--- config.mk ---
export PLATFORM = sky130hd
export DESIGN_NAME = axi4_lite_mst_flat
export DESIGN_NICKNAME = d
export VERILOG_FILES = /design/src/rtl/axi4_lite_mst_pkg.sv /design/src/rtl/axi4_lite_mst_if.sv /design/src/rtl/axi4_lite_mst.sv /design/src/flat_wrapper.sv
export SDC_FILE = /design/constraint.sdc
export NUM_CORES = 1
export LEC_CHECK = 0
export CORE_MARGIN = 10
export CORE_UTILIZATION = 35
export DETAILED_ROUTE_END_ITERATION = 16
export HOLD_SLACK_MARGIN = 0.06
export PLACE_DENSITY_LB_ADDON = 0.3
export RECOVER_POWER = 100
export SLEW_MARGIN = 5
export SYNTH_ARGS = -nofsm -noshare
export SYNTH_HDL_FRONTEND = slang
export SYNTH_SLANG_ARGS = --single-unit
--- constraint.sdc ---
create_clock -name clk -period 3.36 [get_ports clk]
set_input_delay 0.504 -clock clk [delete_from_list [all_inputs] [get_ports clk]]
set_output_delay 0.504 -clock clk [all_outputs]
set_load 0.1 [all_outputs]
--- src/rtl/axi4_lite_mst_pkg.sv ---
// Shared definitions for the AXI4-Lite master: response codes and FSM state encoding.
package axi4_lite_mst_pkg;

  localparam logic [1:0] RESP_OKAY   = 2'b00;
  localparam logic [1:0] RESP_EXOKAY = 2'b01;
  localparam logic [1:0] RESP_SLVERR = 2'b10;
  localparam logic [1:0] RESP_DECERR = 2'b11;

  typedef enum logic [2:0] {
    ST_IDLE    = 3'd0,
    ST_WR_REQ  = 3'd1,
    ST_WR_RESP = 3'd2,
    ST_RD_REQ  = 3'd3,
    ST_RD_RESP = 3'd4,
    ST_DONE    = 3'd5
  } state_e;

endpackage

--- src/rtl/axi4_lite_mst_if.sv ---
// AXI4-Lite bus bundle between the local master and a register-space slave.
interface axi4_lite_mst_if;

  logic        awvalid;
  logic        awready;
  logic [31:0] awaddr;
  logic        wvalid;
  logic        wready;
  logic [31:0] wdata;
  logic        bvalid;
  logic        bready;
  logic [1:0]  bresp;
  logic        arvalid;
  logic        arready;
  logic [31:0] araddr;
  logic        rvalid;
  logic        rready;
  logic [31:0] rdata;
  logic [1:0]  rresp;

  modport master (
    output awvalid, awaddr, wvalid, wdata, bready, arvalid, araddr, rready,
    input  awready, wready, bvalid, bresp, arready, rvalid, rdata, rresp
  );

  modport slave (
    input  awvalid, awaddr, wvalid, wdata, bready, arvalid, araddr, rready,
    output awready, wready, bvalid, bresp, arready, rvalid, rdata, rresp
  );

endinterface

--- src/rtl/axi4_lite_mst.sv ---
// AXI4-Lite master: turns single-word local commands into one outstanding AXI4-Lite
// transaction at a time, with a timeout that aborts transfers to a hung slave.
module axi4_lite_mst
  import axi4_lite_mst_pkg::*;
#(
  parameter int unsigned TIMEOUT_CYC = 1024,
  parameter int unsigned TO_W        = 16
) (
  input  logic            clk,
  input  logic            rst_n,
  input  logic            cmd_valid_i,
  output logic            cmd_ready_o,
  input  logic            cmd_wr_i,
  input  logic [31:0]     cmd_addr_i,
  input  logic [31:0]     cmd_wdata_i,
  output logic            rsp_valid_o,
  output logic [31:0]     rsp_rdata_o,
  output logic [1:0]      rsp_resp_o,
  output logic            rsp_timeout_o,
  output logic            busy_o,
  axi4_lite_mst_if.master axi
);

  localparam logic            TO_EN   = (TIMEOUT_CYC != 32'd0);
  localparam logic [TO_W-1:0] TO_LAST = TO_W'(TIMEOUT_CYC - 32'd1);

  state_e          state_q, state_d;
  logic            awvalid_q, awvalid_d;
  logic            wvalid_q, wvalid_d;
  logic            bready_q, bready_d;
  logic            arvalid_q, arvalid_d;
  logic            rready_q, rready_d;
  logic            aw_done_q, aw_done_d;
  logic            w_done_q, w_done_d;
  logic [31:0]     addr_q, addr_d;
  logic [31:0]     wdata_q, wdata_d;
  logic            cmd_ready_q, cmd_ready_d;
  logic            busy_q, busy_d;
  logic            rsp_valid_q, rsp_valid_d;
  logic [31:0]     rsp_rdata_q, rsp_rdata_d;
  logic [1:0]      rsp_resp_q, rsp_resp_d;
  logic            rsp_timeout_q, rsp_timeout_d;
  logic [TO_W-1:0] to_cnt_q, to_cnt_d;

  logic aw_hs_s, w_hs_s, in_flight_s, completion_s, expired_s, abort_s;

  assign aw_hs_s      = awvalid_q & axi.awready;
  assign w_hs_s       = wvalid_q & axi.wready;
  assign in_flight_s  = (state_q == ST_WR_REQ) || (state_q == ST_WR_RESP) ||
                        (state_q == ST_RD_REQ) || (state_q == ST_RD_RESP);
  assign completion_s = ((state_q == ST_WR_RESP) && axi.bvalid && bready_q) ||
                        ((state_q == ST_RD_RESP) && axi.rvalid && rready_q);
  assign expired_s    = TO_EN && (to_cnt_q == TO_LAST);
  // A response landing in the expiry cycle takes priority over the abort.
  assign abort_s      = in_flight_s && expired_s && !completion_s;

  // Next-state and registered-output computation.
  always_comb begin
    state_d       = state_q;
    awvalid_d     = awvalid_q;
    wvalid_d      = wvalid_q;
    bready_d      = bready_q;
    arvalid_d     = arvalid_q;
    rready_d      = rready_q;
    aw_done_d     = aw_done_q;
    w_done_d      = w_done_q;
    addr_d        = addr_q;
    wdata_d       = wdata_q;
    rsp_valid_d   = 1'b0;
    rsp_rdata_d   = 32'd0;
    rsp_resp_d    = RESP_OKAY;
    rsp_timeout_d = 1'b0;
    to_cnt_d      = in_flight_s ? (TO_EN ? to_cnt_q + TO_W'(1) : '0) : to_cnt_q;

    if (abort_s) begin
      awvalid_d     = 1'b0;
      wvalid_d      = 1'b0;
      bready_d      = 1'b0;
      arvalid_d     = 1'b0;
      rready_d      = 1'b0;
      state_d       = ST_DONE;
      rsp_valid_d   = 1'b1;
      rsp_resp_d    = RESP_SLVERR;
      rsp_timeout_d = 1'b1;
      to_cnt_d      = '0;
    end else begin
      case (state_q)
        ST_IDLE: begin
          if (cmd_valid_i && cmd_ready_q) begin
            addr_d    = cmd_addr_i;
            wdata_d   = cmd_wdata_i;
            aw_done_d = 1'b0;
            w_done_d  = 1'b0;
            awvalid_d = cmd_wr_i;
            wvalid_d  = cmd_wr_i;
            arvalid_d = ~cmd_wr_i;
            to_cnt_d  = '0;
            state_d   = cmd_wr_i ? ST_WR_REQ : ST_RD_REQ;
          end else begin
            state_d = ST_IDLE;
          end
        end
        ST_WR_REQ: begin
          // AW and W retire independently; B is only opened once both have gone.
          if (aw_hs_s) begin
            awvalid_d = 1'b0;
            aw_done_d = 1'b1;
          end else begin
            awvalid_d = awvalid_q;
            aw_done_d = aw_done_q;
          end
          if (w_hs_s) begin
            wvalid_d = 1'b0;
            w_done_d = 1'b1;
          end else begin
            wvalid_d = wvalid_q;
            w_done_d = w_done_q;
          end
          if ((aw_done_q || aw_hs_s) && (w_done_q || w_hs_s)) begin
            bready_d = 1'b1;
            state_d  = ST_WR_RESP;
          end else begin
            state_d = ST_WR_REQ;
          end
        end
        ST_WR_RESP: begin
          if (completion_s) begin
            bready_d    = 1'b0;
            rsp_valid_d = 1'b1;
            rsp_resp_d  = axi.bresp;
            state_d     = ST_DONE;
          end else begin
            state_d = ST_WR_RESP;
          end
        end
        ST_RD_REQ: begin
          if (arvalid_q && axi.arready) begin
            arvalid_d = 1'b0;
            rready_d  = 1'b1;
            state_d   = ST_RD_RESP;
          end else begin
            state_d = ST_RD_REQ;
          end
        end
        ST_RD_RESP: begin
          if (completion_s) begin
            rready_d    = 1'b0;
            rsp_valid_d = 1'b1;
            rsp_rdata_d = axi.rdata;
            rsp_resp_d  = axi.rresp;
            state_d     = ST_DONE;
          end else begin
            state_d = ST_RD_RESP;
          end
        end
        ST_DONE: begin
          state_d = ST_IDLE;
        end
        default: begin
          awvalid_d = 1'b0;
          wvalid_d  = 1'b0;
          bready_d  = 1'b0;
          arvalid_d = 1'b0;
          rready_d  = 1'b0;
          state_d   = ST_IDLE;
        end
      endcase
    end

    cmd_ready_d = (state_d == ST_IDLE);
    busy_d      = (state_d != ST_IDLE);
  end

  // State and output registers.
  always_ff @(posedge clk or negedge rst_n) begin
    if (!rst_n) begin
      state_q       <= ST_IDLE;
      awvalid_q     <= 1'b0;
      wvalid_q      <= 1'b0;
      bready_q      <= 1'b0;
      arvalid_q     <= 1'b0;
      rready_q      <= 1'b0;
      aw_done_q     <= 1'b0;
      w_done_q      <= 1'b0;
      addr_q        <= 32'd0;
      wdata_q       <= 32'd0;
      cmd_ready_q   <= 1'b0;
      busy_q        <= 1'b0;
      rsp_valid_q   <= 1'b0;
      rsp_rdata_q   <= 32'd0;
      rsp_resp_q    <= 2'b00;
      rsp_timeout_q <= 1'b0;
      to_cnt_q      <= '0;
    end else begin
      state_q       <= state_d;
      awvalid_q     <= awvalid_d;
      wvalid_q      <= wvalid_d;
      bready_q      <= bready_d;
      arvalid_q     <= arvalid_d;
      rready_q      <= rready_d;
      aw_done_q     <= aw_done_d;
      w_done_q      <= w_done_d;
      addr_q        <= addr_d;
      wdata_q       <= wdata_d;
      cmd_ready_q   <= cmd_ready_d;
      busy_q        <= busy_d;
      rsp_valid_q   <= rsp_valid_d;
      rsp_rdata_q   <= rsp_rdata_d;
      rsp_resp_q    <= rsp_resp_d;
      rsp_timeout_q <= rsp_timeout_d;
      to_cnt_q      <= to_cnt_d;
    end
  end

  assign axi.awvalid   = awvalid_q;
  assign axi.awaddr    = addr_q;
  assign axi.wvalid    = wvalid_q;
  assign axi.wdata     = wdata_q;
  assign axi.bready    = bready_q;
  assign axi.arvalid   = arvalid_q;
  assign axi.araddr    = addr_q;
  assign axi.rready    = rready_q;
  assign cmd_ready_o   = cmd_ready_q;
  assign busy_o        = busy_q;
  assign rsp_valid_o   = rsp_valid_q;
  assign rsp_rdata_o   = rsp_rdata_q;
  assign rsp_resp_o    = rsp_resp_q;
  assign rsp_timeout_o = rsp_timeout_q;

endmodule

--- src/flat_wrapper.sv ---
// flat-port wrapper written by rule: the top's interface ports become plain ports
module axi4_lite_mst_flat import axi4_lite_mst_pkg::*;
#(
  parameter int unsigned TIMEOUT_CYC = 1024,
  parameter int unsigned TO_W        = 16
)
  (clk, rst_n, cmd_valid_i, cmd_ready_o, cmd_wr_i, cmd_addr_i, cmd_wdata_i, rsp_valid_o, rsp_rdata_o, rsp_resp_o, rsp_timeout_o, busy_o, axi_awvalid, axi_awaddr, axi_wvalid, axi_wdata, axi_bready, axi_arvalid, axi_araddr, axi_rready, axi_awready, axi_wready, axi_bvalid, axi_bresp, axi_arready, axi_rvalid, axi_rdata, axi_rresp);
  axi4_lite_mst_if axi_i ();
  input  logic clk;
  input  logic rst_n;
  input  logic cmd_valid_i;
  output logic cmd_ready_o;
  input  logic cmd_wr_i;
  input  logic [31:0] cmd_addr_i;
  input  logic [31:0] cmd_wdata_i;
  output logic rsp_valid_o;
  output logic [31:0] rsp_rdata_o;
  output logic [1:0] rsp_resp_o;
  output logic rsp_timeout_o;
  output logic busy_o;
  output wire logic [$bits(axi_i.awvalid)-1:0] axi_awvalid;
  output wire logic [$bits(axi_i.awaddr)-1:0] axi_awaddr;
  output wire logic [$bits(axi_i.wvalid)-1:0] axi_wvalid;
  output wire logic [$bits(axi_i.wdata)-1:0] axi_wdata;
  output wire logic [$bits(axi_i.bready)-1:0] axi_bready;
  output wire logic [$bits(axi_i.arvalid)-1:0] axi_arvalid;
  output wire logic [$bits(axi_i.araddr)-1:0] axi_araddr;
  output wire logic [$bits(axi_i.rready)-1:0] axi_rready;
  input wire logic [$bits(axi_i.awready)-1:0] axi_awready;
  input wire logic [$bits(axi_i.wready)-1:0] axi_wready;
  input wire logic [$bits(axi_i.bvalid)-1:0] axi_bvalid;
  input wire logic [$bits(axi_i.bresp)-1:0] axi_bresp;
  input wire logic [$bits(axi_i.arready)-1:0] axi_arready;
  input wire logic [$bits(axi_i.rvalid)-1:0] axi_rvalid;
  input wire logic [$bits(axi_i.rdata)-1:0] axi_rdata;
  input wire logic [$bits(axi_i.rresp)-1:0] axi_rresp;
  assign axi_awvalid = axi_i.awvalid;
  assign axi_awaddr = axi_i.awaddr;
  assign axi_wvalid = axi_i.wvalid;
  assign axi_wdata = axi_i.wdata;
  assign axi_bready = axi_i.bready;
  assign axi_arvalid = axi_i.arvalid;
  assign axi_araddr = axi_i.araddr;
  assign axi_rready = axi_i.rready;
  assign axi_i.awready = axi_awready;
  assign axi_i.wready = axi_wready;
  assign axi_i.bvalid = axi_bvalid;
  assign axi_i.bresp = axi_bresp;
  assign axi_i.arready = axi_arready;
  assign axi_i.rvalid = axi_rvalid;
  assign axi_i.rdata = axi_rdata;
  assign axi_i.rresp = axi_rresp;
  axi4_lite_mst #(.TIMEOUT_CYC(TIMEOUT_CYC), .TO_W(TO_W)) u_core (.clk(clk), .rst_n(rst_n), .cmd_valid_i(cmd_valid_i), .cmd_ready_o(cmd_ready_o), .cmd_wr_i(cmd_wr_i), .cmd_addr_i(cmd_addr_i), .cmd_wdata_i(cmd_wdata_i), .rsp_valid_o(rsp_valid_o), .rsp_rdata_o(rsp_rdata_o), .rsp_resp_o(rsp_resp_o), .rsp_timeout_o(rsp_timeout_o), .busy_o(busy_o), .axi(axi_i));
endmodule
Yosys cells after proc, flatten, opt, wreduce, memory -nomap -nowiden
Cells that the tools add are included.
{"block": "totals", "word_cells": 121, "inputBits": 109, "register_bits": 128, "output_inout_bits": 139}
{"block": "classes", "n_bitwise": 4, "reduce_logical": 33, "n_eq_ne": 20, "addsub": 1, "mux": 46}
{"cell": "32-bit 2-to-1 mux", "count": 3}
{"cell": "16-bit 2-to-1 mux", "count": 4}
{"cell": "1-bit 2-to-1 mux", "count": 21}
{"cell": "3-bit AND reduction", "count": 6}
{"cell": "16-bit by 1-bit adder with 16-bit output (second input constant)", "count": 1}
{"cell": "16-bit by 10-bit == test with 1-bit output (second input constant)", "count": 1}
{"cell": "4-bit OR reduction", "count": 4}
{"cell": "3-bit by 1-bit inequality test with 1-bit output (second input constant)", "count": 5}
{"cell": "1-bit one-hot mux with 3 select lines", "count": 5}
{"cell": "3-bit one-hot mux with 5 select lines", "count": 1}
{"cell": "2-bit by 1-bit inequality test with 1-bit output (second input constant)", "count": 7}
{"cell": "3-bit 2-to-1 mux", "count": 4}
{"cell": "2-bit 2-to-1 mux", "count": 5}
{"cell": "1-bit logical AND", "count": 9}
{"cell": "4-bit AND reduction", "count": 2}
{"cell": "3-bit by 2-bit == test with 1-bit output (second input constant)", "count": 2}
{"cell": "3-bit == test (second input constant)", "count": 2}
{"cell": "3-bit logical NOT", "count": 2}
{"cell": "1-bit logical OR", "count": 6}
{"cell": "3-bit by 2-bit inequality test with 1-bit output (second input constant)", "count": 2}
{"cell": "1-bit one-hot mux with 2 select lines", "count": 2}
{"cell": "2-bit one-hot mux with 2 select lines", "count": 1}
{"cell": "3-bit by 1-bit == test with 1-bit output (second input constant)", "count": 1}
{"cell": "3-bit nonzero test", "count": 1}
{"cell": "5 further kinds", "count": 7}

Logic depth before layout (Yosys ltp)
Gate-level depths: netlist of run 1.
{"block": "depth", "ltp_word": 8, "mapped_depth": 7, "mapped_depth_nobuf": 5}

Least setup slack after synthesis of run 1
Ideal clock, no wire load.
{"block": "synth_path", "kind": "register to register", "start": "reg u_core.bready_q, in the netlist u_core.axi.bready", "end": "reg u_core.state_q[0]", "arrival_ns": 2.067, "required_ns": 3.221, "period_less_slack_ns": 2.206, "path_slack_ns": 1.154, "path_buffers": 0, "stages_incl_launch_ff": 5, "cell_sequence": "dfrtp_1 nand2_1 nor3_4 o41ai_2 or4_1"}
{"block": "synth_between", "elab_chain_cells": 5}
{"item": "start, declared", "line": "axi4_lite_mst.sv:30", "source": "logic bready_q, bready_d;"}
{"item": "start signal, assigned", "line": "axi4_lite_mst.sv:198", "source": "bready_q <= bready_d;"}
{"item": "1-bit logical AND (*)", "line": "axi4_lite_mst.sv:51", "source": "assign completion_s = ((state_q == ST_WR_RESP) && axi.bvalid && bready_q) ||"}
{"item": "1-bit logical OR (*)", "line": "axi4_lite_mst.sv:51"}
{"item": "1-bit 2-to-1 mux (tied with other cells)", "line": "axi4_lite_mst.sv:146", "source": "if (completion_s) begin"}
{"item": "3-bit one-hot mux with 5 select lines / 1-bit logical AND (equally long branches)", "line": "axi4_lite_mst.sv:87, axi4_lite_mst.sv:55"}
{"item": "3-bit 2-to-1 mux (*)", "line": "axi4_lite_mst.sv:75", "source": "if (abort_s) begin"}
{"item": "net u_core.state_d[0]", "line": "axi4_lite_mst.sv:27", "source": "state_e state_q, state_d;"}
{"item": "end signal, assigned", "line": "axi4_lite_mst.sv:195", "source": "state_q <= state_d;"}
{"item": "end, declared", "line": "axi4_lite_mst.sv:27"}
The timed path passes the listed nets; every way through them passes the cells marked *.
A chain may end at the register's enable or synchronous reset.

Worst setup path in the final report of run 1
{"block": "layout_path", "start": "reg u_core.state_q[0]", "end": "reg u_core.w_done_q"}
{"block": "layout_between", "elab_chain_cells": 8}
{"item": "3-bit by 1-bit == test with 1-bit output (tied with other cells)", "line": "axi4_lite_mst.sv:49, axi4_lite_mst.sv:87"}
{"item": "1-bit logical OR (tied with other cells) (2 in a row)", "line": "axi4_lite_mst.sv:49", "source": "assign in_flight_s = (state_q == ST_WR_REQ) || (state_q == ST_WR_RESP) ||"}
{"item": "1-bit logical OR, on equally long branches", "line": "axi4_lite_mst.sv:50, axi4_lite_mst.sv:51"}
{"item": "1-bit logical AND / 1-bit logical NOT (equally long branches)", "line": "axi4_lite_mst.sv:55", "source": "assign abort_s = in_flight_s && expired_s && !completion_s;"}
{"item": "1-bit logical AND", "line": "axi4_lite_mst.sv:55"}
{"item": "1-bit NOT (no source line)"}
{"item": "4-bit AND reduction (no source line)"}
{"item": "end signal, assigned", "line": "axi4_lite_mst.sv:202", "source": "w_done_q <= w_done_d;"}
{"item": "end, declared", "line": "axi4_lite_mst.sv:34", "source": "logic w_done_q, w_done_d;"}
Several ways; a longest one is shown, not always the timed one.

==> impl_metrics.toml, run 1 <==
[min_path]
min_path_cells = 2
hp-class = "flop to flop"
hp-start = "u_core.axi.wdata[15]"

[finish]
area.growth.synth_to_final_pct = 54.07
nets = 878
drive_gt1_frac = 0.05513
utilization = 0.5482
fin_area_um2 = 8303
diodes = 0

[worst_setup_path]
crit_family = "simple AND/OR/NAND/NOR gates"
cp_slowest_cell = "nor4_4"
reg2reg_from = "u_core.state_q[0]"
crit_fanout = 14
arrival_ns = 3.00
critPathMaxStageDelay_ns = 0.78
crit_buf_inv = 0
worstRegToRegCells = 4
end_kind = "flop"
crit_type = "flop to flop"
cp_data_required_time_ns = 3.61
crit_start = "u_core.state_q[0]"
critPathLaunchType = "flop"
cp.depth = 4
worstPathCellList = "or3_1 > nand4_1 > nor4_4 > o21ai_0"

[timing]
max_freq_mhz = 363.4
timing.final.crit_period_ns = 2.752
rsz0062_at_grt = "no"
final-setup-viol-count = 0
tightest_slew_ns = 1.696
hold_viol = 0
tns_ns = 0
maxSlewViolCount = 106
fin_crit_sh = 0.8190
slew_headroom = -0.1307
final.setup_skew_ns = 0.01131

[synthesis]
synth_ff_type = "dfrtp_1"
synth_edf_count = 0
syn_area_per_cell_um2 = 9.763
yosysSeqAreaShare = 0.5944
yosys_warnings = 0
syn_inst = 552
synth_fp_nets = 663
synth_cell_type_count = 43
ys_async_sr_fraction = 1.000
mappedNetlistArea_um2 = 5389
ys_seq_elements = 128

[clock_network]
cts_resized = 0
cts_buffers = 17
cts_root_buffer = "clkbuf_16"
clk_pin_slew_ns = 0.06
cts_setup_buffers = 0
clock-sinks = 128
tritoncts = "yes"
clk_latency_ns = 0.41
ctsHoldBuffers = 0
ctsHtreeMaxLevel = 4
cts_buffer_depth = 2

[detailed_routing]
routed_wl_um = 15620
drt_iter0_drc = 181
drt_pass1_iterations = 4
wl_per_cell_um = 16.14
post-route-drc-count = 0
vias_per_cell = 4.716
ant_nets = 0
vias = 4565

[placement]
postPlaceCellArea_um2 = 7756
dp_hpwl_um = 11960
io_buffers = 247
gp_congestion = 0.8565

[global_routing]
grt_pass1_vias = 4605
grt_usage = 0.1463
grt_remaining_overflow = 0
antenna_found_initial = 0
grt_max_degree = 71
grt_pass1_wl_um = 23960

[job]
drv_cap = 2

[die]
initial_core_util = 0.3558
io-pin-count = 248
die_w_um = 144.1
design.die.area_um2 = 20760
core_um2 = 15150
rows = 45
dieHeight_um = 144.1

[status]
violations = "max-capacitance violations, max-slew violations"
status = "complete, but fails checks"
==> through the flow <==
stage / setup slack [ns] / hold slack (ns) / cells
final: 0.6082 / 0.4652 / 968
after global routing: 0.3896 / 0.4876 / 968
after CTS: 0.8458 / 0.2414 / 968
after detailed placement: 0.8670 / 0.4615 / 936
after global placement: 0.9742 / 0.4580 / 936
after floorplan: 1.154 / 0.2084 / 552
==> cell families (layout without fill, tap and decap cells) <==
| kind of cell | after synthesis | in the layout | share of synthesized area |
|---|---|---|---|
| and+or+nand+nor | 300 | 300 | 0.2582 |
| DFF | 128 | 128 | 0.5944 |
| buffers and inverters | 63 | 291 | 0.07151 |
| AOI/OAI and AO/OA | 55 | 55 | 0.06478 |
| xor gates and xnor gates | 4 | 4 | 0.006500 |
| adders and majority gates | 2 | 2 | 0.004643 |
==> worst paths after layout <==
kind / to / slack, ns
worst max-delay path: u_core.w_done_q / 0.61
worst min-delay path: u_core.axi.wdata[15] / 0.47
worst max register to register: u_core.w_done_q / 0.61
worst min register to register: u_core.axi.wdata[15] / 0.47
max in group asynchronous: u_core.to_cnt_q[9] / 0.97
min in group asynchronous: u_core.axi.wdata[28] / 0.54
==> cell usage in the layout, fill, tap and decap left out, types with 3 or more instances in the layout <==
cell	synthesis	routed
o21ai_0	11	12
nand3_1	9	9
o31ai_1	6	6
and2_1	35	16
a21oi_1	24	24
buf_4	34	3
nand4_1	5	6
inv_1	4	4
or3_1	4	4
clkdlybuf4s50_1	0	107
nor2_1	11	11
clkbuf_16	0	17
dlygate4sd3_1	0	124
or2_2	3	3
clkinv_4	0	3
clkinvlp_4	0	4
and2_0	0	19
xor2_1	4	4
and4_1	4	4
or4_1	8	8
nand2_1	204	203
bufinv_16	0	5
nand2b_1	3	3
dfrtp_1	128	128
nor3_1	6	6
clkbuf_1	9	21
==> cell usage after synthesis (all sizes together), types with 3 or more instances <==
library cell	instances	area [µm²]
nand2	204	765.7
dfrtp	128	3203
buf	50	336.6
and2	35	219.0
a21oi	24	120.1
o21ai	13	76.32
nor2	11	41.29
clkbuf	9	33.78
nand3	9	45.04
or4	8	60.06
nand4	7	65.06
nor3	7	46.30
o31ai	6	45.04
and4	4	35.03
inv	4	15.01
or3	4	25.02
xor2	4	35.03
nand2b	3	18.77
or2	3	18.77
==> sequential cells by signal, summed over array words and instances, names as in the netlist, 2 cells and up <==
name	count
u_core.rsp_rdata_o	32
u_core.state_q	3
u_core.axi.wdata	32
u_core.to_cnt_q	16
u_core.axi.araddr	32
u_core.rsp_resp_o	2
==> worst register-to-register path, delay by kind of cell, from the launching register on <==
family	cells	cell delay, ns
flops	1	0.63
compound gates	1	0.21
simple gates	3	1.76
==> metal layers <==
metal	global-route usage	wire length, µm
met5	0	0
met4	0.03761	95
met3	0.08921	2230
met2	0.2369	7456
met1	0.1583	5840
==> layout make-up <==
class | count | area [µm²]
Timing Repair Buffer | 255 | 2415
Clock buffer | 19 | 442.9
Tap cell | 188 | 235.2
Sequential cell | 128 | 3203
Inverter | 4 | 15.01
Clock inverter | 13 | 211.5
Multi-Input combinational cell | 361 | 1780
Fill cell | 1296 | 6843
Power of run 1 is not shown: default switching activity piles up to over one toggle a cycle in this logic, so the estimate is an artifact.
==> run 2: changes to the inputs <==
==> constraint.sdc (replaced) <==
create_clock -name clk -period 2.4 [get_ports clk]
set_input_delay 0.36 -clock clk [delete_from_list [all_inputs] [get_ports clk]]
set_output_delay 0.36 -clock clk [all_outputs]
set_load 0.1 [all_outputs]
==> run 2 against run 1 <==
The run now ends clean. Sequential cell count did not move. Die area unchanged. Final cell count up 0.21%. Register-to-register slack worse by 0.31 ns. Count of clock-buffer cells in the layout unchanged. Wire length down 1.8%. Clock skew is 0.0060 ns lower. Final area decreased by 8.8%. Worst setup slack worse by 0.31 ns. Global-route usage fell by 0.34 points. Highest routed layer unchanged.
==> impl_metrics.toml, run 2 (same netlist as run 1, synthesis figures left out) <==
[status]
status = "finished clean"

[global_routing]
grtUsageMet2 = 0.2238
use_met3 = 0.07511
grt_remaining_overflow = 0
grt_pass1_wl_um = 23520
grt_usage = 0.1430
met1_usage = 0.1622
grt_pass1_vias = 4537
antenna_found_initial = 0
grt_max_degree = 74
busiest_layer = "met2"

[worst_setup_path]
cp_data_required_time_ns = 2.68
worstRegToRegCells = 6
critPathMaxStageDelay_ns = 0.41
arrival_ns = 2.38
crit_fanout = 14
critPathLaunchType = "flop"
worstPathCellList = "buf_4 > o21ai_4 > nand4_4 > o41ai_2 > clkbuf_2 > nor2_1"
crit_type = "flop to flop"
cp_slowest_cell = "o41ai_2"
end_kind = "flop"

[clock_network]
clk_pin_slew_ns = 0.05
cts_resized = 0
ctsHtreeMaxLevel = 4
cts_buffers = 17
cts_root_buffer = "clkbuf_16"
tritoncts = "yes"
cts_buffer_depth = 2
cts_setup_buffers = 0
clock-sinks = 128
clk_latency_ns = 0.41

[timing]
max_freq_mhz = 476.9
tns_ns = 0
slew_headroom = 0.08479
fin_crit_sh = 0.8738
hold_viol = 0
tightest_slew_ns = 1.373
final-setup-viol-count = 0
rsz0062_at_grt = "no"
fin_ws_ns = 0.3029
maxSlewViolCount = 0
final.setup_skew_ns = 0.005325
timing.final.crit_period_ns = 2.097

[finish]
layout_common_cells = "nand2_1, clkbuf_1, dfrtp_1"
nets = 882
mostFrequentLayoutCell = "nand2_1"
drive_gt1_frac = 0.07161
nFillCells = 1467
diodes = 0
area.growth.synth_to_final_pct = 40.56

[placement]
dp_slack_ns = 0.3694
io_buffers = 247
gp_congestion = 0.8489
dp_hpwl_um = 11590

[die]
core_um2 = 15150
die_w_um = 144.1
io-pin-count = 248
dieHeight_um = 144.1
design.die.area_um2 = 20760
rows = 45
initial_core_util = 0.3558

[detailed_routing]
drt_pass1_iterations = 4
vias_per_cell = 4.642
wl_per_cell_um = 15.81
post-route-drc-count = 0
vias = 4503
ant_nets = 0
routed_wl_um = 15340
drt_iter0_drc = 223

[min_path]
hp-class = "flop to flop"
min_path_cells = 2

[job]
drv_cap = 0
-- run 2: path summary, 6_finish.rpt --
kind                                         endpoint                  from  slack [ns]
worst max-delay path               u_core.to_cnt_q[7]     u_core.state_q[0]        0.30
worst min-delay path             u_core.axi.wdata[17]  u_core.axi.wdata[17]        0.47
worst max register to register     u_core.to_cnt_q[7]     u_core.state_q[0]        0.30
worst min register to register   u_core.axi.wdata[17]  u_core.axi.wdata[17]        0.47
max in group asynchronous       u_core.axi.araddr[18]                 rst_n        0.48
min in group asynchronous        u_core.axi.wdata[21]                 rst_n        0.82
-- run 2: worst max-delay path: cells and delay by family (launching register included) --
| family | cells | cell delay [ns] |
|---|---|---|
| flip-flops | 1 | 0.38 |
| AO/OA/AOI/OAI | 2 | 0.72 |
| buffers and inverters | 2 | 0.53 |
| AND/OR/NAND/NOR | 2 | 0.34 |
-- run 2: repair_timing --
action                                 in CTS  in global routing
hold buffers                                1                  0
setup endpoints to repair                   0                  0
endpoints found under the hold margin      22                  0
-- run 2: layer usage --
layer / vias up / routed length, µm
met5: - / 0
met1: 2093 / 5862
li1: 2204 / -
met2: 194 / 7073
met4: 0 / 179
met3: 12 / 2224
-- run 2: layout make-up --
| type | count | area (µm²) | share of cell area |
|---|---|---|---|
| clock inverter | 11 | 165.2 | 0.02180 |
| clock buffer | 19 | 442.9 | 0.05847 |
| timing repair buffer | 259 | 1725 | 0.2278 |
| inverter | 4 | 15.01 | 0.001982 |
| tap | 188 | 235.2 | 0.03105 |
| sequential | 128 | 3203 | 0.4229 |
| multi-input combinational | 361 | 1788 | 0.2360 |
-- run 2: per-stage QoR --
| step | std cells | instance area [µm²] | hold WS, ns | util |
|---|---|---|---|---|
| finish | 970 | 7575 | 0.4692 | 0.5001 |
| global route | 970 | 7575 | 0.4699 | 0.5001 |
| global placement | 939 | 7506 | 0.2795 | 0.4956 |
| detailed placement | 939 | 7506 | 0.2866 | 0.4956 |
| CTS | 970 | 8124 | 0.4033 | 0.5364 |
| floorplan | 552 | 5389 | 0.06441 | - |
Power of run 2 is left out for the same reason.
